[config.mk]
export PLATFORM = sky130hd
export DESIGN_NAME = profile_window_ctrl
export DESIGN_NICKNAME = d
export VERILOG_FILES = /design/src/rtl/profile_window_ctrl.sv
export SDC_FILE = /design/constraint.sdc
export NUM_CORES = 1
export LEC_CHECK = 0
export ABC_AREA = 1
export ABC_CLOCK_PERIOD_IN_PS = 4100
export BUFFER_PORTS_ARGS = -buffer_cell sky130_fd_sc_hd__buf_2
export CAP_MARGIN = 40
export CORE_ASPECT_RATIO = 0.5
export CORE_UTILIZATION = 50
export DETAILED_ROUTE_END_ITERATION = 10
export GPL_TIMING_DRIVEN = 0
export MAX_ROUTING_LAYER = met4
export PLACE_DENSITY = 0.73
export SKIP_CTS_REPAIR_TIMING = 1
export SLEW_MARGIN = 5
export SYNTH_ARGS = -nofsm -noshare
export SYNTH_HDL_FRONTEND = slang
export SYNTH_SLANG_ARGS = --single-unit
[constraint.sdc]
create_clock -name clk -period 4.1 [get_ports clk]
set_clock_uncertainty 0.15 [all_clocks]
set_input_delay 0.41 -clock clk [delete_from_list [all_inputs] [get_ports clk]]
set_output_delay 0.41 -clock clk [all_outputs]
set_load 0.1 [all_outputs]
[src/rtl/profile_window_ctrl.sv]
// Measurement-window sequencer for one profiling counter channel: clears, starts and
// stops the counter around a trigger-bounded window, then captures its final value.
module profile_window_ctrl #(
    parameter int WIDTH = 32,
    parameter int TW    = 16
) (
    input  logic             clk,
    input  logic             reset,
    input  logic             arm,
    input  logic             abort,
    input  logic             trig_start,
    input  logic             trig_stop,
    input  logic [TW-1:0]    limit,
    input  logic [WIDTH-1:0] cnt_value,
    output logic             cnt_clear,
    output logic             cnt_start,
    output logic             cnt_stop,
    output logic             busy,
    output logic [WIDTH-1:0] result,
    output logic             result_valid,
    output logic             timed_out
);

    typedef enum logic [2:0] {
        IDLE,
        CLEAR,
        ARMED,
        RUN,
        SETTLE,
        CAPTURE
    } state_t;

    state_t           state, state_nx;
    logic [TW-1:0]    timer, timer_nx;
    logic [TW-1:0]    limit_q, limit_nx;
    logic             clear_nx, start_nx, stop_nx;
    logic             result_valid_nx, timed_out_nx;
    logic [WIDTH-1:0] result_nx;
    logic             timeout_hit;

    assign timeout_hit = (limit_q != '0) && (timer == limit_q - TW'(1));

    // Outputs are computed from the transition and registered, so every pulse is
    // glitch-free and lands in the same cycle as the state it belongs to.
    always_comb begin
        // NOTE: every variable gets a default first so no path can infer a latch.
        state_nx        = state;
        timer_nx        = timer;
        limit_nx        = limit_q;
        clear_nx        = 1'b0;
        start_nx        = 1'b0;
        stop_nx         = 1'b0;
        result_valid_nx = result_valid;
        timed_out_nx    = timed_out;
        result_nx       = result;

        case (state)
            IDLE: begin
                if (arm) begin
                    limit_nx        = limit;
                    result_valid_nx = 1'b0;
                    timed_out_nx    = 1'b0;
                    clear_nx        = 1'b1;
                    state_nx        = CLEAR;
                end
            end
            CLEAR: begin
                state_nx = abort ? IDLE : ARMED;
            end
            ARMED: begin
                if (abort) begin
                    stop_nx  = 1'b1;
                    state_nx = IDLE;
                end else if (trig_start) begin
                    start_nx = 1'b1;
                    timer_nx = '0;
                    state_nx = RUN;
                end
            end
            RUN: begin
                if (timer != '1) begin
                    timer_nx = timer + TW'(1);
                end
                if (abort) begin
                    stop_nx  = 1'b1;
                    state_nx = IDLE;
                end else if (trig_stop) begin
                    stop_nx  = 1'b1;
                    state_nx = SETTLE;
                end else if (timeout_hit) begin
                    stop_nx      = 1'b1;
                    timed_out_nx = 1'b1;
                    state_nx     = SETTLE;
                end
            end
            SETTLE: begin
                if (abort) begin
                    stop_nx  = 1'b1;
                    state_nx = IDLE;
                end else begin
                    state_nx = CAPTURE;
                end
            end
            CAPTURE: begin
                result_nx       = cnt_value;
                result_valid_nx = 1'b1;
                state_nx        = IDLE;
            end
            default: begin
                state_nx = IDLE;
            end
        endcase
    end

    always_ff @(posedge clk) begin
        // NOTE: sequential state uses non-blocking assignments so all registers
        // update together from the values present before the edge.
        if (reset) begin
            state        <= IDLE;
            timer        <= '0;
            limit_q      <= '0;
            cnt_clear    <= 1'b0;
            cnt_start    <= 1'b0;
            cnt_stop     <= 1'b0;
            busy         <= 1'b0;
            result       <= '0;
            result_valid <= 1'b0;
            timed_out    <= 1'b0;
        end else begin
            state        <= state_nx;
            timer        <= timer_nx;
            limit_q      <= limit_nx;
            cnt_clear    <= clear_nx;
            cnt_start    <= start_nx;
            cnt_stop     <= stop_nx;
            busy         <= (state_nx != IDLE);
            result       <= result_nx;
            result_valid <= result_valid_nx;
            timed_out    <= timed_out_nx;
        end
    end

endmodule
==> metrics.txt, run 1 <==
status complete, no violations; setup TNS 0 ps; DR iter-0 viols 168; IR drop worst, VDD roughly 240 uV; CTS buffer count 9; headroom to the max-slew limit around half; Setup Viol. Count Final 0; Final HPWL DP 6990 um; fmax 405 MHz; vias 3719; cell type with the largest total area after synthesis dfxtp_1; synthesized instance count 540; worst slack at placement 1680 ps; # IOs 92; row count 21; wire per inst 12.4 um; CP Buf/Inv Count 1; fraction of layout cells with a size suffix above 1 19.6%; die area slightly below 8000 um2; synthesized area per cell between 6 and 7 um2; detailed-router iteration count before antenna repair 4; Die Height 62.5 um; Post-Route WL about 9000 um; Layout fillers 655; Worst-Margin Slew 751 ps; clk slew on worst S/H paths 60 ps; crit path kind reg2reg; DRC 0; placed insts approximately 720; Hold Fails Final Rpt 0; number of warnings issued by yosys 0; Avg Vias per Cell 5.03; leakage power ~2.1 nW; CTS Root Cell clkbuf_16; FF+latch area 1460 um2; Worst EP arrival 2540 ps; maxcap violations 0; period utilization 60.2%; Final ANT Viol Nets 0; Main synth FF type dfxtp_1; PD cells 382 nW/um2; cell chain of the critical path inv_1 -> ha_1 -> nand2_1 -> nor2_1 -> nor2_1 -> nor2_1 -> nand3_1 -> nor3_1 -> nand3_1 -> nand3_1 -> nand2_1 -> nand2_1 -> nand3_1; syn nets 597; Worst path slowest cell nor2_1; starting density of the core 53.2%; Period minus WS final roughly 2500 ps; sequential element share of the synthesized area 39.9%; RSZ-0062 raised after global routing false; total track usage around 27%; Skew-Pair Late Insertion Delay 330 ps; diodes inserted 0; largest net degree at the start of global routing 13; Final Instance Area 4520 um2; critical path's most frequent cell nand3_1; slowest stage delay, CP roughly 340 ps; crit path max fanout 6; register bit total from synthesis 73; WP data required ~4200 ps; clock sink total 73; first-pass GRT wire length roughly 16000 um; worst hold path type in2reg; cell family with the largest share of critical-path delay simple AND/OR/NAND/NOR gates; final setup margin about 1600 ps; Post-DP Area 4230 um2; Yosys top cell area share 39.9%; gp weighted congestion 0.919; Mapped Area 3660 um2; vias in the first global route 3352; grt total ovfl 0; CORE AREA 6880 um2; Post-synth EDFFs 0; CTS tree built; I/O Buffers 91; top post-synthesis cells by area dfxtp_1, nand2_1, nand3_1; most frequent cell after synthesis nand2_1; H-tree Lvls 3; Die Wd 123 um; Max Slew Vio Count 0; multi-input logic area between 1500 and 2000 um2; Async SR Flop Fraction 0%; area grow syn2layout 23.3%; count of cell types in the netlist 34; nets 699; initial antenna violation count 0; post-route insts no fill between 700 and 800; Tot Pwr approximately 1.7 mW; maximum buffer depth of the clock tree 2; Commonest cells post-synth nand2_1, dfxtp_1, nand3_1; Startpoint Class flop; Setup crit end kind flop
==> worst min-delay path: stages <==
cell	delay, ps
buf_2	70
nand2_1	40
nand2_1	40
==> flip-flops by register name (all words and copies together), names as in the netlist <==
name,cells
cnt_clear,1
cnt_start,1
result_valid,1
state,3
cnt_stop,1
timer,16
timed_out,1
limit_q,16
result,32
busy,1
==> layout by cell type, fill, tap and decap left out, types with 2 or more instances in the layout <==
cell / count
inv_1: 47
nand3b_1: 4
clkbuf_16: 9
nand3_1: 65
nand2_4: 3
nand4_1: 2
nor2_2: 4
o21ai_0: 22
xnor2_1: 6
nand2_1: 155
clkbuf_1: 16
xor2_1: 9
ha_1: 3
clkbuf_8: 2
buf_2: 92
a21oi_1: 50
nor2_4: 2
dfxtp_1: 73
nor3_1: 13
nand2_2: 4
nor2_1: 48
clkinvlp_4: 2
==> stage by stage <==
stage	util (%)	hold WS (ps)
floorplan	-	327
global placement	61.5	291
detailed placement	61.5	291
CTS	65.6	103
global route	65.6	104
finish	65.6	110
==> routing by layer <==
layer | vias to the layer above | track usage [%] | share of wire [%]
met5 | - | - | 0
met4 | 0 | 5.87 | 0.99
met3 | 7 | 9.40 | 7.8
met2 | 93 | 37.9 | 41
met1 | 1667 | 36.5 | 50
li1 | 1952 | - | -
==> logic make-up after synthesis <==
group	after synthesis	share of synthesized area, %
adders and majority gates	3	1.03
DFF	73	39.9
buffers and inverters	67	7.24
xor gates and xnor gates	15	3.59
AOI/OAI and AO/OA	77	10.9
and+or+nand+nor	305	37.4
==> final timing paths <==
check / from / endpoint / slack [ps] / cells after the start
max reg2reg: limit_q[0] / busy / 1630 / 13
min: limit[13] / limit_q[13] / 110 / 3
max: limit_q[0] / busy / 1630 / 13
min reg2reg: timed_out / timed_out / 300 / 2
==> cell type report <==
| class | count | share of cell area, % |
|---|---|---|
| clock inverters | 3 | 0.526 |
| repair buffers | 91 | 10.1 |
| plain buffers | 17 | 1.69 |
| multi-input cells | 400 | 42.9 |
| inverters | 50 | 4.18 |
| clock buffers | 13 | 5.76 |
| well taps | 92 | 2.55 |
| flip-flops and latches | 73 | 32.4 |
==> power by group <==
group | switching [mW] | internal [mW]
Clock | 0.291 | 0.445
Combinational | 0.163 | 0.0854
Sequential | 0.0153 | 0.724
Total | 0.469 | 1.25
Power figures use the tool's default switching activity.
==> run 2, diff against run 1 <==
ABC_CLOCK_PERIOD_IN_PS = 2200   (was 4100)
CORE_UTILIZATION = 48   (was 50)
clock period = 2.2 ns   (was 4.1 ns; I/O delays follow)
==> metrics.txt, run 2 (synthesized netlist as in run 1, its figures left out) <==
status complete, but fails checks; violated checks DRC, hold timing; I/O Buffers 91; DR iter-0 viols 215; Layout fillers 678; crit path kind reg2reg; worst hold path type in2reg; Setup Viol. Count Final 0; hold_sp cnt_value[1]; maximum buffer depth of the clock tree 2; detailed-router iteration count before antenna repair 7; largest net degree at the start of global routing 15; clk slew on worst S/H paths 60 ps; CTS tree built; Post-Route WL around 9500 um; CTS Root Cell clkbuf_16; Die Wd between 100 and 150 um; most common cell after layout, fill and taps aside nand2_1; gp weighted congestion 0.918; wire per inst 12.5 um; top flop regs result (32), limit_q (16), timer (16); fmax 471 MHz; Comb power frac 15.6%; Seq pwr share 40.6%; IR drop worst, VDD 526 uV; initial antenna violation count 0; Worst EP arrival 2200 ps; vias in the first global route 3408; diodes inserted 0; row count 22; Die Height 63.8 um; Startpoint Class flop; headroom to the max-slew limit 59.9%; WP data required ~2300 ps; Worst-Margin Slew roughly 600 ps; FF+latch area roughly 1500 um2; RSZ-0062 raised after global routing true; Hold EP result[1]; Net Sw Power around 960 uW; RR Startpoint limit_q[1]; Final ANT Viol Nets 0; CTS buffer count 9; Setup crit end kind flop; period utilization 96.4%; Final Instance Area roughly 4800 um2; r2r worst-path depth 12; PD cells 708 nW/um2; # IOs 92; area grow syn2layout 31.3%; Tot Pwr 3.40 mW; die area 8000 um2; leakage power 2.23 nW; switching share of power 28.2%; H-tree Lvls 3; Hold Fails Final Rpt 2; R2R setup slack 80 ps; total track usage 25.5%; Fin Hold WS -3.24 ps; fraction of layout cells with a size suffix above 1 23.2%; nets 720; starting density of the core 49.8%; most frequent cells in the layout nand2_1, buf_2, dfxtp_1; crit path max fanout 3; Period minus WS final 2120 ps; setup TNS 0 ps; Most flops, register result; Final HPWL DP around 7000 um; Max Slew Vio Count 0; clock sink total 73; Avg Vias per Cell 5.03; maxcap violations 0; multi-input logic area 2000 um2; CORE AREA 7350 um2; first-pass GRT wire length around 16000 um; Skew-Pair Late Insertion Delay 340 ps; Clock Power Share a little over two fifths; max reg flops 32; grt total ovfl 0; Post-DP Area 4240 um2; Internal 2.44 mW; worst r2r dst busy; vias 3840; post-route insts no fill around 760; placed insts 727; worst hold stages 3; DRC 2
==> run 2: changes by cell type in the layout (fill, tap and decap cells not counted), sizes merged <==
cell | before | now
buf | 94 | 99
clkbuf | 27 | 23
inv | 49 | 50
dlygate4sd3 | 0 | 16
clkinv | 2 | 4
bufinv | 0 | 1
==> run 2: power by group through the flow <==
stage	Sequential (mW)	Combinational [mW]	Clock [mW]
after floorplan	1.43	0.305	0
after global placement	1.41	0.456	0
after detailed placement	1.41	0.461	0
after CTS	1.38	0.463	1.51
after global routing	1.39	0.601	1.57
final	1.38	0.530	1.49
==> run 2: worst max path at each step <==
| stage | startpoint | endpoint | slack [ps] | cells after the start |
|---|---|---|---|---|
| final | limit_q[1] | busy | 80 | 12 |
| after global routing | limit_q[4] | busy | -90 | 14 |
| after CTS | limit_q[0] | busy | -300 | 13 |
| after detailed placement | limit_q[0] | busy | -280 | 13 |
| after global placement | limit_q[0] | busy | -280 | 13 |
| after floorplan | limit_q[0] | busy | 210 | 13 |
==> run 2: layout make-up <==
cell class,count,share of cell area (%)
inverter,50,3.93
sequential,73,30.4
multi-input combinational,400,41.7
clock inverter,7,1.64
timing repair buffer,112,13.6
clock buffer,9,4.68
buffer,17,1.59
tap,96,2.50
==> run 2: routing by layer <==
metal  wire (um)  up-vias  global-route usage [%]  part of all wire (%)
li1            -     1998                       -                     -
met1        4640     1715                    33.4                    49
met2        4000      115                    37.7                    42
met3         797       12                    8.04                   8.3
met4         108        0                    7.32                   1.1
met5           0        -                       -                     0
==> run 2: critical path, stage by stage (launching register included) <==
cell and delay (ps):
dfxtp_1 340, inv_1 90, ha_4 270, xor2_1 140
nand3_1 110, nor2_1 140, nand2_1 70, nor3_2 200
nand3_2 140, nand3_1 130, nand2_1 60, nand2_1 80
nand3_1 80
==> run 2: through the flow <==
stage	worst slack (ps)	utilization (%)
6_report	78.4	65.4
5_1_grt	-87.2	65.4
4_1_cts	-298	61.8
3_5_place_dp	-280	57.7
3_3_place_gp	-277	57.7
2_1_floorplan	212	-
